`src/rtl/barrett_pkg.sv`:
```
// Shared types and helpers for the Barrett datapath blocks.
package barrett_pkg;

  localparam int DIGIT_W = 4;

  typedef enum logic [1:0] {
    S_IDLE = 2'd0,
    S_RUN  = 2'd1,
    S_DONE = 2'd2
  } state_t;

  // Width of a counter that must hold 0..depth-1 (never narrower than 1 bit).
  function automatic int cnt_width(input int depth);
    return (depth <= 1) ? 1 : $clog2(depth);
  endfunction

endpackage

```
`src/rtl/Multiplier_4xN.sv`:
```
// Combinational 4-bit digit times n-bit operand; result is n+4 bits wide.
module Multiplier_4xN
  import barrett_pkg::*;
#(
  parameter int n = 8
) (
  input  logic [DIGIT_W-1:0]   digit,
  input  logic [n-1:0]         b,
  output logic [n+DIGIT_W-1:0] pp
);

  assign pp = (n+DIGIT_W)'(digit) * (n+DIGIT_W)'(b);

endmodule

```
`src/rtl/barrett_serial_mult.sv`:
```
// Digit-serial n x n unsigned multiplier: one 4-bit digit of A per cycle,
// LSD first, partial products folded into a right-shifting 2n-bit accumulator.
module barrett_serial_mult
  import barrett_pkg::*;
#(
  parameter int n = 8
) (
  input  logic         clk,
  input  logic         rst,
  input  logic         start,
  input  logic [n-1:0] a,
  input  logic [n-1:0] b,
  output logic         busy,
  output logic         done,
  output logic [2*n-1:0] p
);

  localparam int DIGITS = n / DIGIT_W;
  localparam int CW     = cnt_width(DIGITS);
  localparam logic [CW-1:0] CNT_LAST = CW'(DIGITS - 1);

  state_t                 state, state_nxt;
  logic [CW-1:0]          cnt;
  logic [n-1:0]           a_r, b_r;
  logic [2*n-1:0]         acc, acc_nxt;
  logic [n+DIGIT_W-1:0]   pp, sum;
  logic                   accept, last;

  // A new operation may begin from IDLE or straight out of DONE (no bubble).
  assign accept = start && ((state == S_IDLE) || (state == S_DONE));
  assign last   = (state == S_RUN) && (cnt == CNT_LAST);

  Multiplier_4xN #(.n(n)) u_mul (
    .digit (a_r[DIGIT_W-1:0]),
    .b     (b_r),
    .pp    (pp)
  );

  // High half of acc plus this digit's partial product fits in n+4 bits;
  // the low digit of acc drops into the growing result below it.
  assign sum     = {{DIGIT_W{1'b0}}, acc[2*n-1:n]} + pp;
  assign acc_nxt = {sum, acc[n-1:DIGIT_W]};

  // State register.
  always_ff @(posedge clk) begin
    if (rst) state <= S_IDLE;
    else     state <= state_nxt;
  end

  // Next-state and handshake outputs.
  always_comb begin
    state_nxt = state;
    busy      = 1'b0;
    done      = 1'b0;
    case (state)
      S_IDLE: if (start) state_nxt = S_RUN;
      S_RUN: begin
        busy = 1'b1;
        if (cnt == CNT_LAST) state_nxt = S_DONE;
      end
      S_DONE: begin
        done      = 1'b1;
        state_nxt = start ? S_RUN : S_IDLE;
      end
      default: state_nxt = S_IDLE;
    endcase
  end

  // Operand capture, digit shifting, accumulation and result register.
  always_ff @(posedge clk) begin
    if (rst) begin
      cnt <= '0;
      a_r <= '0;
      b_r <= '0;
      acc <= '0;
      p   <= '0;
    end else if (accept) begin
      cnt <= '0;
      a_r <= a;
      b_r <= b;
      acc <= '0;
    end else if (state == S_RUN) begin
      cnt <= cnt + CW'(1);
      a_r <= a_r >> DIGIT_W;
      acc <= acc_nxt;
      if (last) p <= acc_nxt;
    end
  end

endmodule

```
`config.mk`:
```
export PLATFORM = sky130hd
export DESIGN_NAME = barrett_serial_mult
export DESIGN_NICKNAME = d
export VERILOG_FILES = /design/src/rtl/barrett_pkg.sv /design/src/rtl/Multiplier_4xN.sv /design/src/rtl/barrett_serial_mult.sv
export SDC_FILE = /design/constraint.sdc
export NUM_CORES = 1
export LEC_CHECK = 0
export ABC_AREA = 1
export BUFFER_PORTS_ARGS = -buffer_cell sky130_fd_sc_hd__buf_2
export CAP_MARGIN = 15
export CORE_UTILIZATION = 59
export CTS_CLUSTER_DIAMETER = 50
export DETAILED_ROUTE_END_ITERATION = 10
export PLACE_DENSITY = 0.83
export SLEW_MARGIN = 5
export SYNTH_ARGS = -nofsm -noshare
export SYNTH_HDL_FRONTEND = slang
export SYNTH_SLANG_ARGS = --single-unit
```
`constraint.sdc`:
```
create_clock -name clk -period 4.07 [get_ports clk]
set_input_delay 0.2035 -clock clk [delete_from_list [all_inputs] [get_ports clk]]
set_output_delay 0.2035 -clock clk [all_outputs]
set_load 0.02 [all_outputs]
```
==> results of run 1 <==
[path summary, 6_finish.rpt]
kind	startpoint	to	slack (ps)	cells past startpoint
hold reg to reg	acc[5]$_SDFFE_PP0P_	acc[5]$_SDFFE_PP0P_	480	2
hold / removal	b[7]	b_r[7]$_SDFFE_PP0P_	140	3
setup / recovery	a_r[3]$_SDFFE_PP0P_	acc[15]$_SDFFE_PP0P_	400	15
setup reg to reg	a_r[3]$_SDFFE_PP0P_	acc[15]$_SDFFE_PP0P_	400	15
[per-stage QoR]
stage	cell area (sq um)	std cells	setup WS [ps]	hold slack, ps
finish	3440	541	402	135
global route	3440	541	178	161
CTS	3440	541	428	138
detailed placement	3300	533	469	461
global placement	3300	533	495	456
floorplan	3100	440	728	370
[report_power, final]
group	leakage [nW]	internal, W	switching, W
Clock	0.0703	0.000250	0.000181
Combinational	1.53	0.0000731	0.000136
Sequential	0.384	0.000488	0.0000266
[layout make-up]
type / instances / area [sq um] / area share
Inverter: 98 / 368 / 0.107
Timing Repair Buffer: 36 / 180 / 0.0523
Multi-Input combinational cell: 282 / 1730 / 0.501
Clock inverter: 3 / 71.3 / 0.0207
Clock buffer: 5 / 68.8 / 0.0200
Sequential cell: 47 / 941 / 0.273
Tap cell: 70 / 87.6 / 0.0254
[registers in the layout, summed over array words and instances, names as in the netlist]
signal / flops
b_r: 8
acc: 12
state: 2
p: 16
cnt: 1
a_r: 8
[cell usage after synthesis]
cell type	number
a21o_1	2
buf_4	2
nor3_1	5
buf_6	1
dfxtp_1	47
o21ai_0	24
nand3_1	27
o21bai_1	2
nor2_4	3
a211oi_1	1
nand4_1	2
inv_2	6
inv_1	92
nor2_1	55
o21a_1	5
ha_1	20
xor2_1	1
o21ai_1	3
a21oi_1	19
nand2_2	1
nand2_1	90
xnor2_1	2
or2_2	1
fa_1	19
clkbuf_1	6
buf_2	4
[kinds of logic (layout without fill, tap and decap cells)]
kind of cell | after synthesis | count (layout)
and+or+nand+nor | 184 | 184
buffers and inverters | 111 | 142
AOI/OAI and AO/OA | 56 | 56
DFF | 47 | 47
adders and majority gates | 39 | 39
xor gates and xnor gates | 3 | 3
[critical path, stage by stage, from the launching register on]
cell and delay (ps):
dfxtp_1 510, nand2_1 130, fa_1 560, inv_1 60
fa_1 540, inv_1 60, fa_1 510, inv_1 50
ha_1 350, nand2_1 110, nor2_1 190, nand3_1 130
nand4_1 140, nand3_1 110, nand2_1 90, inv_1 30
[layer usage]
| layer | GRT usage | routed length, um | vias up |
|---|---|---|---|
| li1 | - | - | 1389 |
| met1 | 0.349 | 3030 | 1244 |
| met2 | 0.439 | 3220 | 64 |
| met3 | 0.0488 | 261 | 9 |
| met4 | 0.0629 | 70 | 0 |
| met5 | 0 | 0 | - |
==> flow_summary_export.csv, run 1 <==
group,metric,value,unit
floorplanning,die_height,74.5,um
hold_path,hp-class,"in2reg",
logic_synthesis,synth-compound-area-share,0.0984,
global_route,first_global_vias,2507,
finish,areaGrowthSynthToFinish,10.9,%
logic_synthesis,synth-xor-area-share,0.00847,
clocking,cts_tree,"built",
route,drt_iter0_markers,122,
logic_synthesis,synth_top_family_by_area,"simple AND/OR/NAND/NOR gates",
timing,finalCriticalPeriod,3670,ps
power_and_ir_drop,p_per_area,335,mW/mm^2
global_route,antenna_found_initial,0,
logic_synthesis,synthSimpleGateAreaFrac,0.246,
clocking,cts_sinks,47,
timing,rsz0062_at_grt,"no",
timing,slew_headroom,0.532,
global_route,grt_pass1_wl,11100,um
global_route,grt_overflow_total,0,
clocking,htreeDepth,2,
clocking,path_clk_slew,100,ps
logic_synthesis,ys_warn_count,0,
finish,drive_gt1_frac,0.117,
route,wl,6590,um
logic_synthesis,muxShareOfSynthArea,0,
placement,hpwl,4940,um
logic_synthesis,ys_types,26,
status,outcome,"finished clean",
timing,fin_crit_sh,0.901,
timing,setup_viol,0,
setup_path,worstSetupStartpointType,"flip-flop",
power_and_ir_drop,p_leak,1.99,nW
timing,tns,0,ps
logic_synthesis,synthTopCellsByArea,"dfxtp_1 (30%), fa_1 (12%), inv_1 (11%)",
floorplanning,start_util,0.611,
clocking,root_buffer,"clkbuf_8",
route,via_per_inst,5.00,
power_and_ir_drop,irDropWorstVdd,0.236,mV
clocking,clock_latency,310,ps
flow_run,drv_cap,0,
finish,nets,528,
finish,layout_common_cells,"inv_1 (92), nand2_1 (90), nor2_1 (55)",
global_route,grt_max_degree,26,
setup_path,critical_path_arrival,3890,ps
timing,fmax,273,MHz
logic_synthesis,synth_area,0.00310,sq mm
finish,diodes,0,
route,ant_nets,0,
setup_path,end_kind,"flip-flop",
logic_synthesis,syn-instance-count,440,
clocking,clk_path_buf_depth,2,
clocking,hold_buffers,0,
setup_path,required,4290,ps
clocking,cts_resized,0,
timing,skew,10.9,ps
timing,tightest_slew,701,ps
logic_synthesis,yosysTopAreaCell,"dfxtp_1",
clocking,post_cts_buffers,0,
floorplanning,pin_count,37,
clocking,numCtsBuffers,5,
logic_synthesis,synth-adder-area-share,0.203,
route,dr.pass1.iters,4,
timing,drv_slew,0,
global_route,groute.usage.overall,0.262,
logic_synthesis,avgSynthCellArea,7.05,sq um
finish,utilization,0.678,
floorplanning,std_cell_rows,26,
route,dr_total_vias,2706,
placement,gp_congestion,0.883,
timing,final_hold_viol_count,0,
logic_synthesis,synth.yosys.seq_area_share,0.303,
floorplanning,die_width,74.5,um
setup_path,cp_max_fo,9,
setup_path,worstSetupPathType,"reg2reg",
floorplanning,dieArea,0.00555,sq mm
logic_synthesis,synth_top_area_share,0.303,
route,route.detailed.drc,0,
logic_synthesis,ys_ff_latch,47,
finish,final_common_cell,"inv_1",
logic_synthesis,synth_nets,498,
power_and_ir_drop,finalPower,0.00115,W
finish,fill_cells,468,
floorplanning,coreArea,0.00507,sq mm
placement,port_buffers,36,
route,wl_per_cell,12.2,um
Power figures use the tool's default switching activity.
==> inputs of run 2 (changes only) <==
Settings changed: ABC_AREA 1 to not set, CORE_UTILIZATION 59 to 58, PLACE_DENSITY 0.83 to 0.82.
==> run 2 against run 1 <==
Compared with the run above:
- register-to-register slack hardly changed
- first-iteration DRC count is 12% higher
- count of clock-buffer cells in the layout is 1 higher
- critical path depth is 2 lower
- non-clock buffer count stayed put
==> flow_summary_export.csv, run 2 <==
group,metric,value,unit
setup_path,worst-path-buf-inv,3,
logic_synthesis,synth-adder-area-share,0.209,
timing,timing.hold.ws,129,ps
finish,final_common_cell,"nand2_1",
finish,utilization,0.673,
status,outcome,"finished clean",
logic_synthesis,ys_ff_latch,47,
power_and_ir_drop,finalPower,0.000903,W
setup_path,crit_end,"acc[12]$_SDFFE_PP0P_",
clocking,post_cts_buffers,0,
floorplanning,std_cell_rows,25,
timing,finalCriticalPeriod,3670,ps
route,wl,5860,um
global_route,antenna_found_initial,0,
placement,port_buffers,36,
timing,drv_slew,0,
global_route,grt_overflow_total,0,
timing,setup_viol,0,
clocking,cts_sinks,47,
flow_run,drv_cap,0,
setup_path,cp-startpoint,"a_r[3]$_SDFFE_PP0P_",
route,route.detailed.drc,0,
setup_path,r2r_slack,400,ps
placement,dp_slack,416,ps
route,dr_total_vias,2452,
setup_path,required,4270,ps
global_route,met3_usage,0.0393,
finish,layout_common_cells,"nand2_1 (82), dfxtp_1 (47), a21oi_1 (37)",
timing,skew,13.1,ps
power_and_ir_drop,p_leak,1.52,nW
timing,fin_crit_sh,0.901,
global_route,grt_pass1_wl,9980,um
placement,gp_congestion,0.928,
floorplanning,die_height,74.1,um
logic_synthesis,synth_commonest_cells,"nand2_1 (82), dfxtp_1 (47), a21oi_1 (37), inv_1 (36), and2_1 (23)",
logic_synthesis,synth.yosys.seq_area_share,0.312,
route,ant_nets,0,
power_and_ir_drop,irDropWorstVdd,0.275,mV
logic_synthesis,synth_top_area_share,0.312,
floorplanning,pin_count,37,
logic_synthesis,synth_ff_type,"dfxtp_1",
finish,multi_input_area,0.00183,sq mm
logic_synthesis,synth_nets,417,
clocking,cts_resized,0,
setup_path,worstSetupPathType,"reg2reg",
floorplanning,dieArea,0.00549,sq mm
setup_path,cp_max_fo,9,
hold_path,hp-class,"in2reg",
global_route,gr-usage-met1,0.344,
logic_synthesis,synth_area,0.00302,sq mm
floorplanning,die_width,74.1,um
clocking,clock_latency,310,ps
logic_synthesis,yosysTopAreaCell,"dfxtp_1",
setup_path,critical_path_arrival,3870,ps
setup_path,slowest_delay,540,ps
logic_synthesis,synth_top_family_by_area,"simple AND/OR/NAND/NOR gates",
timing,fmax,273,MHz
clocking,path_clk_slew,100,ps
route,dr.pass1.iters,4,
logic_synthesis,avgSynthCellArea,8.40,sq um
route,wl_per_cell,12.9,um
clocking,root_buffer,"clkbuf_8",
timing,slew_headroom,0.254,
power_and_ir_drop,p_per_area,277,mW/mm^2
clocking,hold_buffers,0,
setup_path,crit_path_cell_trace,"nand2_1 > fa_1 > inv_1 > fa_1 > inv_1 > fa_1 > inv_1 > ha_1 > a21oi_1 > a21bo_2 > a21o_2 > nand3_1 > a21oi_1",
finish,nets,445,
clocking,numCtsBuffers,5,
logic_synthesis,muxShareOfSynthArea,0.0265,
clocking,clk_path_buf_depth,2,
logic_synthesis,syn-instance-count,359,
logic_synthesis,ys_warn_count,0,
route,via_per_inst,5.39,
route,drt_iter0_markers,137,
global_route,busiest_layer,"met2",
setup_path,worstSetupStartpointType,"flip-flop",
clocking,cts_tree,"built",
setup_path,cp_top_family,"adder cells",
logic_synthesis,synthSimpleGateAreaFrac,0.224,
logic_synthesis,synth-compound-area-share,0.133,
logic_synthesis,synth_edf_count,0,
setup_path,end_kind,"flip-flop",
setup_path,rr_endpoint,"acc[12]$_SDFFE_PP0P_",
setup_path,slowest_stage,"fa_1",
global_route,first_global_vias,2212,
logic_synthesis,async_flop_share,0,
setup_path,r2r_start,"a_r[3]$_SDFFE_PP0P_",
timing,rsz0062_at_grt,"no",
logic_synthesis,synthTopCellsByArea,"dfxtp_1 (31%), fa_1 (13%), nand2_1 (10%)",
setup_path,path_depth,13,
clocking,htreeDepth,2,
setup_path,r2r_cells,13,
finish,largestRegisters,"p (16), acc (12)",
logic_synthesis,synth-xor-area-share,0.0145,
finish,diodes,0,
finish,layout.area.seq,941,sq um
timing,tightest_slew,1120,ps
finish,largest_reg_flops,16,
global_route,met2_usage,0.364,
placement,hpwl,4520,um
global_route,grt_max_degree,39,
logic_synthesis,ys_types,42,
timing,tns,0,ps
finish,drive_gt1_frac,0.139,
floorplanning,coreArea,0.00485,sq mm
logic_synthesis,yosysMostFrequentCell,"nand2_1",
floorplanning,start_util,0.622,
finish,largest-register,"p",
finish,areaGrowthSynthToFinish,8.21,%
timing,setup_ws,404,ps
global_route,groute.usage.overall,0.238,
timing,final_hold_viol_count,0,
finish,fill_cells,425,
[run 2: changes by cell type in the layout (fill, tap and decap cells not counted), sizes merged, moves of 5 or more]
cell   delta
nor3      +6
nor2     -49
nand2     -7
o21a      -5
nand3    -20
and2     +23
o21ai    -22
inv      -61
a21oi    +20
mux2i     +8
[run 2: through the flow]
| step | std cells | area (sq um) |
|---|---|---|
| final | 455 | 3260 |
| after global routing | 455 | 3260 |
| after CTS | 455 | 3260 |
| after detailed placement | 447 | 3180 |
| after global placement | 447 | 3180 |
| after floorplan | 359 | 3020 |
[run 2: worst min-delay path by stage]
stage	startpoint	end	slack [ps]	depth (start not counted)
after CTS	b[7]	b_r[7]$_SDFFE_PP0P_	120	3
after global placement	p[2]$_SDFFE_PP0P_	p[2]$_SDFFE_PP0P_	440	2
after global routing	b[6]	b_r[6]$_SDFFE_PP0P_	140	3
after detailed placement	p[6]$_SDFFE_PP0P_	p[6]$_SDFFE_PP0P_	450	2
after floorplan	b[0]	b_r[0]$_SDFFE_PP0P_	340	2
final	b[7]	b_r[7]$_SDFFE_PP0P_	130	3
[run 2: layer usage]
layer,up-vias,wire (um)
met5,-,0
met4,0,68
met3,6,325
met2,51,2750
met1,1167,2720
li1,1228,-
[run 2: cells by family after synthesis]
| group | Yosys count |
|---|---|
| AND/OR/NAND/NOR | 144 |
| AO/OA/AOI/OAI | 64 |
| buffers and inverters | 52 |
| flip-flops | 47 |
| adder cells (fa/ha/maj) | 39 |
| multiplexers | 8 |
| XOR/XNOR | 5 |
[run 2: cell type report]
cell class                 count  share of cell area
timing repair buffer          36              0.0552
clock inverter                 2             0.00498
tap                           67              0.0257
sequential                    47               0.288
inverter                      37              0.0433
multi-input combinational    260               0.560
clock buffer                   6              0.0222
[run 2: worst register-to-register path: cells and delay by family (launching register included)]
kind	cells	cell delay, ps
compound gates	4	800
fa+ha+maj	4	1900
buf+inv	3	140
flops	1	480
simple gates	2	220
[run 2: where the power goes]
| part | internal, W | switching, W |
|---|---|---|
| clock | 0.000123 | 0.000161 |
| sequential | 0.000475 | 0.0000178 |
| combinational | 0.0000445 | 0.0000817 |
| total | 0.000643 | 0.000261 |
==> inputs of run 3 (changes only) <==
Settings changed: CORE_ASPECT_RATIO set to 2, MAX_ROUTING_LAYER set to met4, SKIP_LAST_GASP set to 1.
==> run 3 against run 2 <==
Compared with the run above:
- hold slack worse by 14 ps
- non-clock buffer count stayed put
- total power is 9.6% higher
- count of clock-buffer cells in the layout is 1 lower
- clock skew hardly changed
- first-iteration DRC count is 42% lower
- critical path type unchanged
==> flow_summary_export.csv, run 3 (synthesized netlist as in run 2, its figures left out) <==
group,metric,value,unit
status,outcome,"finished clean",
timing,slew_headroom,0.320,
global_route,busiest_layer,"met2",
route,via_per_inst,5.69,
finish,drive_gt1_frac,0.142,
route,ant_nets,0,
global_route,met2_usage,0.500,
floorplanning,std_cell_rows,36,
clocking,clock_latency,320,ps
finish,multi_input_area,0.00183,sq mm
setup_path,required,4250,ps
flow_run,drv_cap,0,
setup_path,worstSetupPathType,"reg2reg",
finish,areaGrowthSynthToFinish,8.67,%
global_route,antenna_found_initial,0,
floorplanning,dieArea,0.00551,sq mm
clocking,cts_sinks,47,
timing,setup_viol,0,
finish,layout_common_cells,"nand2_1 (82), dfxtp_1 (47), a21oi_1 (37)",
setup_path,cp_max_fo,9,
global_route,grt_overflow_total,0,
placement,hpwl,5320,um
timing,drv_slew,0,
finish,diodes,0,
clocking,root_buffer,"clkbuf_8",
setup_path,r2r_slack,270,ps
power_and_ir_drop,irDropWorstVdd,0.349,mV
finish,nets,445,
global_route,first_global_vias,2499,
global_route,grt_max_degree,39,
global_route,groute.usage.overall,0.281,
finish,largest_reg_flops,16,
clocking,numCtsBuffers,5,
clocking,post_cts_buffers,0,
global_route,met3_usage,0.0395,
finish,largestRegisters,"p (16), acc (12)",
timing,final_hold_viol_count,0,
setup_path,critical_path_arrival,3980,ps
clocking,hold_buffers,0,
route,dr.pass1.iters,4,
placement,port_buffers,36,
timing,tightest_slew,1020,ps
floorplanning,coreArea,0.00495,sq mm
clocking,cts_tree,"built",
placement,dp_cells,437,
global_route,gr-usage-met1,0.286,
floorplanning,die_height,104,um
finish,layout.area.seq,941,sq um
power_and_ir_drop,finalPower,0.000990,W
floorplanning,start_util,0.609,
finish,final_common_cell,"nand2_1",
setup_path,end_kind,"flip-flop",
route,wl_per_cell,15.5,um
finish,stdcell_count,445,
clocking,path_clk_slew,100,ps
route,wl,6890,um
setup_path,worstSetupStartpointType,"flip-flop",
timing,rsz0062_at_grt,"no",
route,dr_total_vias,2534,
route,drt_iter0_markers,79,
timing,fin_crit_sh,0.934,
floorplanning,die_width,53.0,um
power_and_ir_drop,p_leak,1.53,nW
timing,fmax,263,MHz
placement,gp_congestion,0.887,
clocking,clk_path_buf_depth,2,
hold_path,hp-class,"in2reg",
global_route,grt_pass1_wl,11200,um
clocking,cts_resized,0,
timing,skew,13.5,ps
timing,tns,0,ps
finish,largest-register,"p",
timing,finalCriticalPeriod,3800,ps
power_and_ir_drop,p_per_area,302,mW/mm^2
clocking,htreeDepth,2,
route,route.detailed.drc,0,
finish,fill_cells,446,
floorplanning,pin_count,37,
run 3: changes by cell type in the layout (fill, tap and decap cells not counted):
cell / before / now
bufinv_16: 0 / 1
clkbuf_1: 1 / 0
run 3: worst paths after layout:
path,end,depth (start not counted),from
setup / recovery,p[12]$_SDFFE_PP0P_,13,a_r[3]$_SDFFE_PP0P_
hold / removal,b_r[7]$_SDFFE_PP0P_,3,b[7]
setup reg to reg,p[12]$_SDFFE_PP0P_,13,a_r[3]$_SDFFE_PP0P_
hold reg to reg,p[9]$_SDFFE_PP0P_,2,p[9]$_SDFFE_PP0P_
run 3: worst max-delay path, cell delays in order (launching register included):
cell and delay [ps]:
dfxtp_1 480, nand2_1 130, fa_1 550, inv_1 60
fa_1 540, inv_1 50, fa_1 500, inv_1 40
ha_1 360, a21oi_1 280, a21bo_2 290, a21o_2 220
nand3_1 70, a21oi_1 70
run 3: area by class of cell:
type,instances,area share
clock buffer,5,0.0210
clock inverter,3,0.0141
inverter,37,0.0431
multi-input combinational,260,0.558
sequential,47,0.287
tap,57,0.0218
timing repair buffer,36,0.0550
run 3: where the power goes:
| group | leakage, nW | switching, W | internal, W |
|---|---|---|---|
| logic | 1.10 | 0.0000850 | 0.0000451 |
| registers | 0.382 | 0.0000192 | 0.000475 |
| clock network | 0.0548 | 0.000181 | 0.000185 |
| total | 1.53 | 0.000285 | 0.000705 |
run 3: metrics by stage:
stage / cell area [sq um] / hold WS, ps / util / setup WS, ps
2_1_floorplan: 3020 / 339 / - / 677
3_3_place_gp: 3160 / 440 / 0.638 / 377
3_5_place_dp: 3160 / 447 / 0.638 / 312
4_1_cts: 3280 / 114 / 0.662 / 264
5_1_grt: 3280 / 120 / 0.662 / 110
6_report: 3280 / 114 / 0.662 / 268
run 3: routing by layer:
metal  routed length, um  part of all wire  vias to the layer above
met3                 192             0.028                       15
met1                2560              0.37                     1235
li1                    -                 -                     1234
met2                3880              0.56                       50
met4                 261             0.038                        0
met5                   0                 0                        -
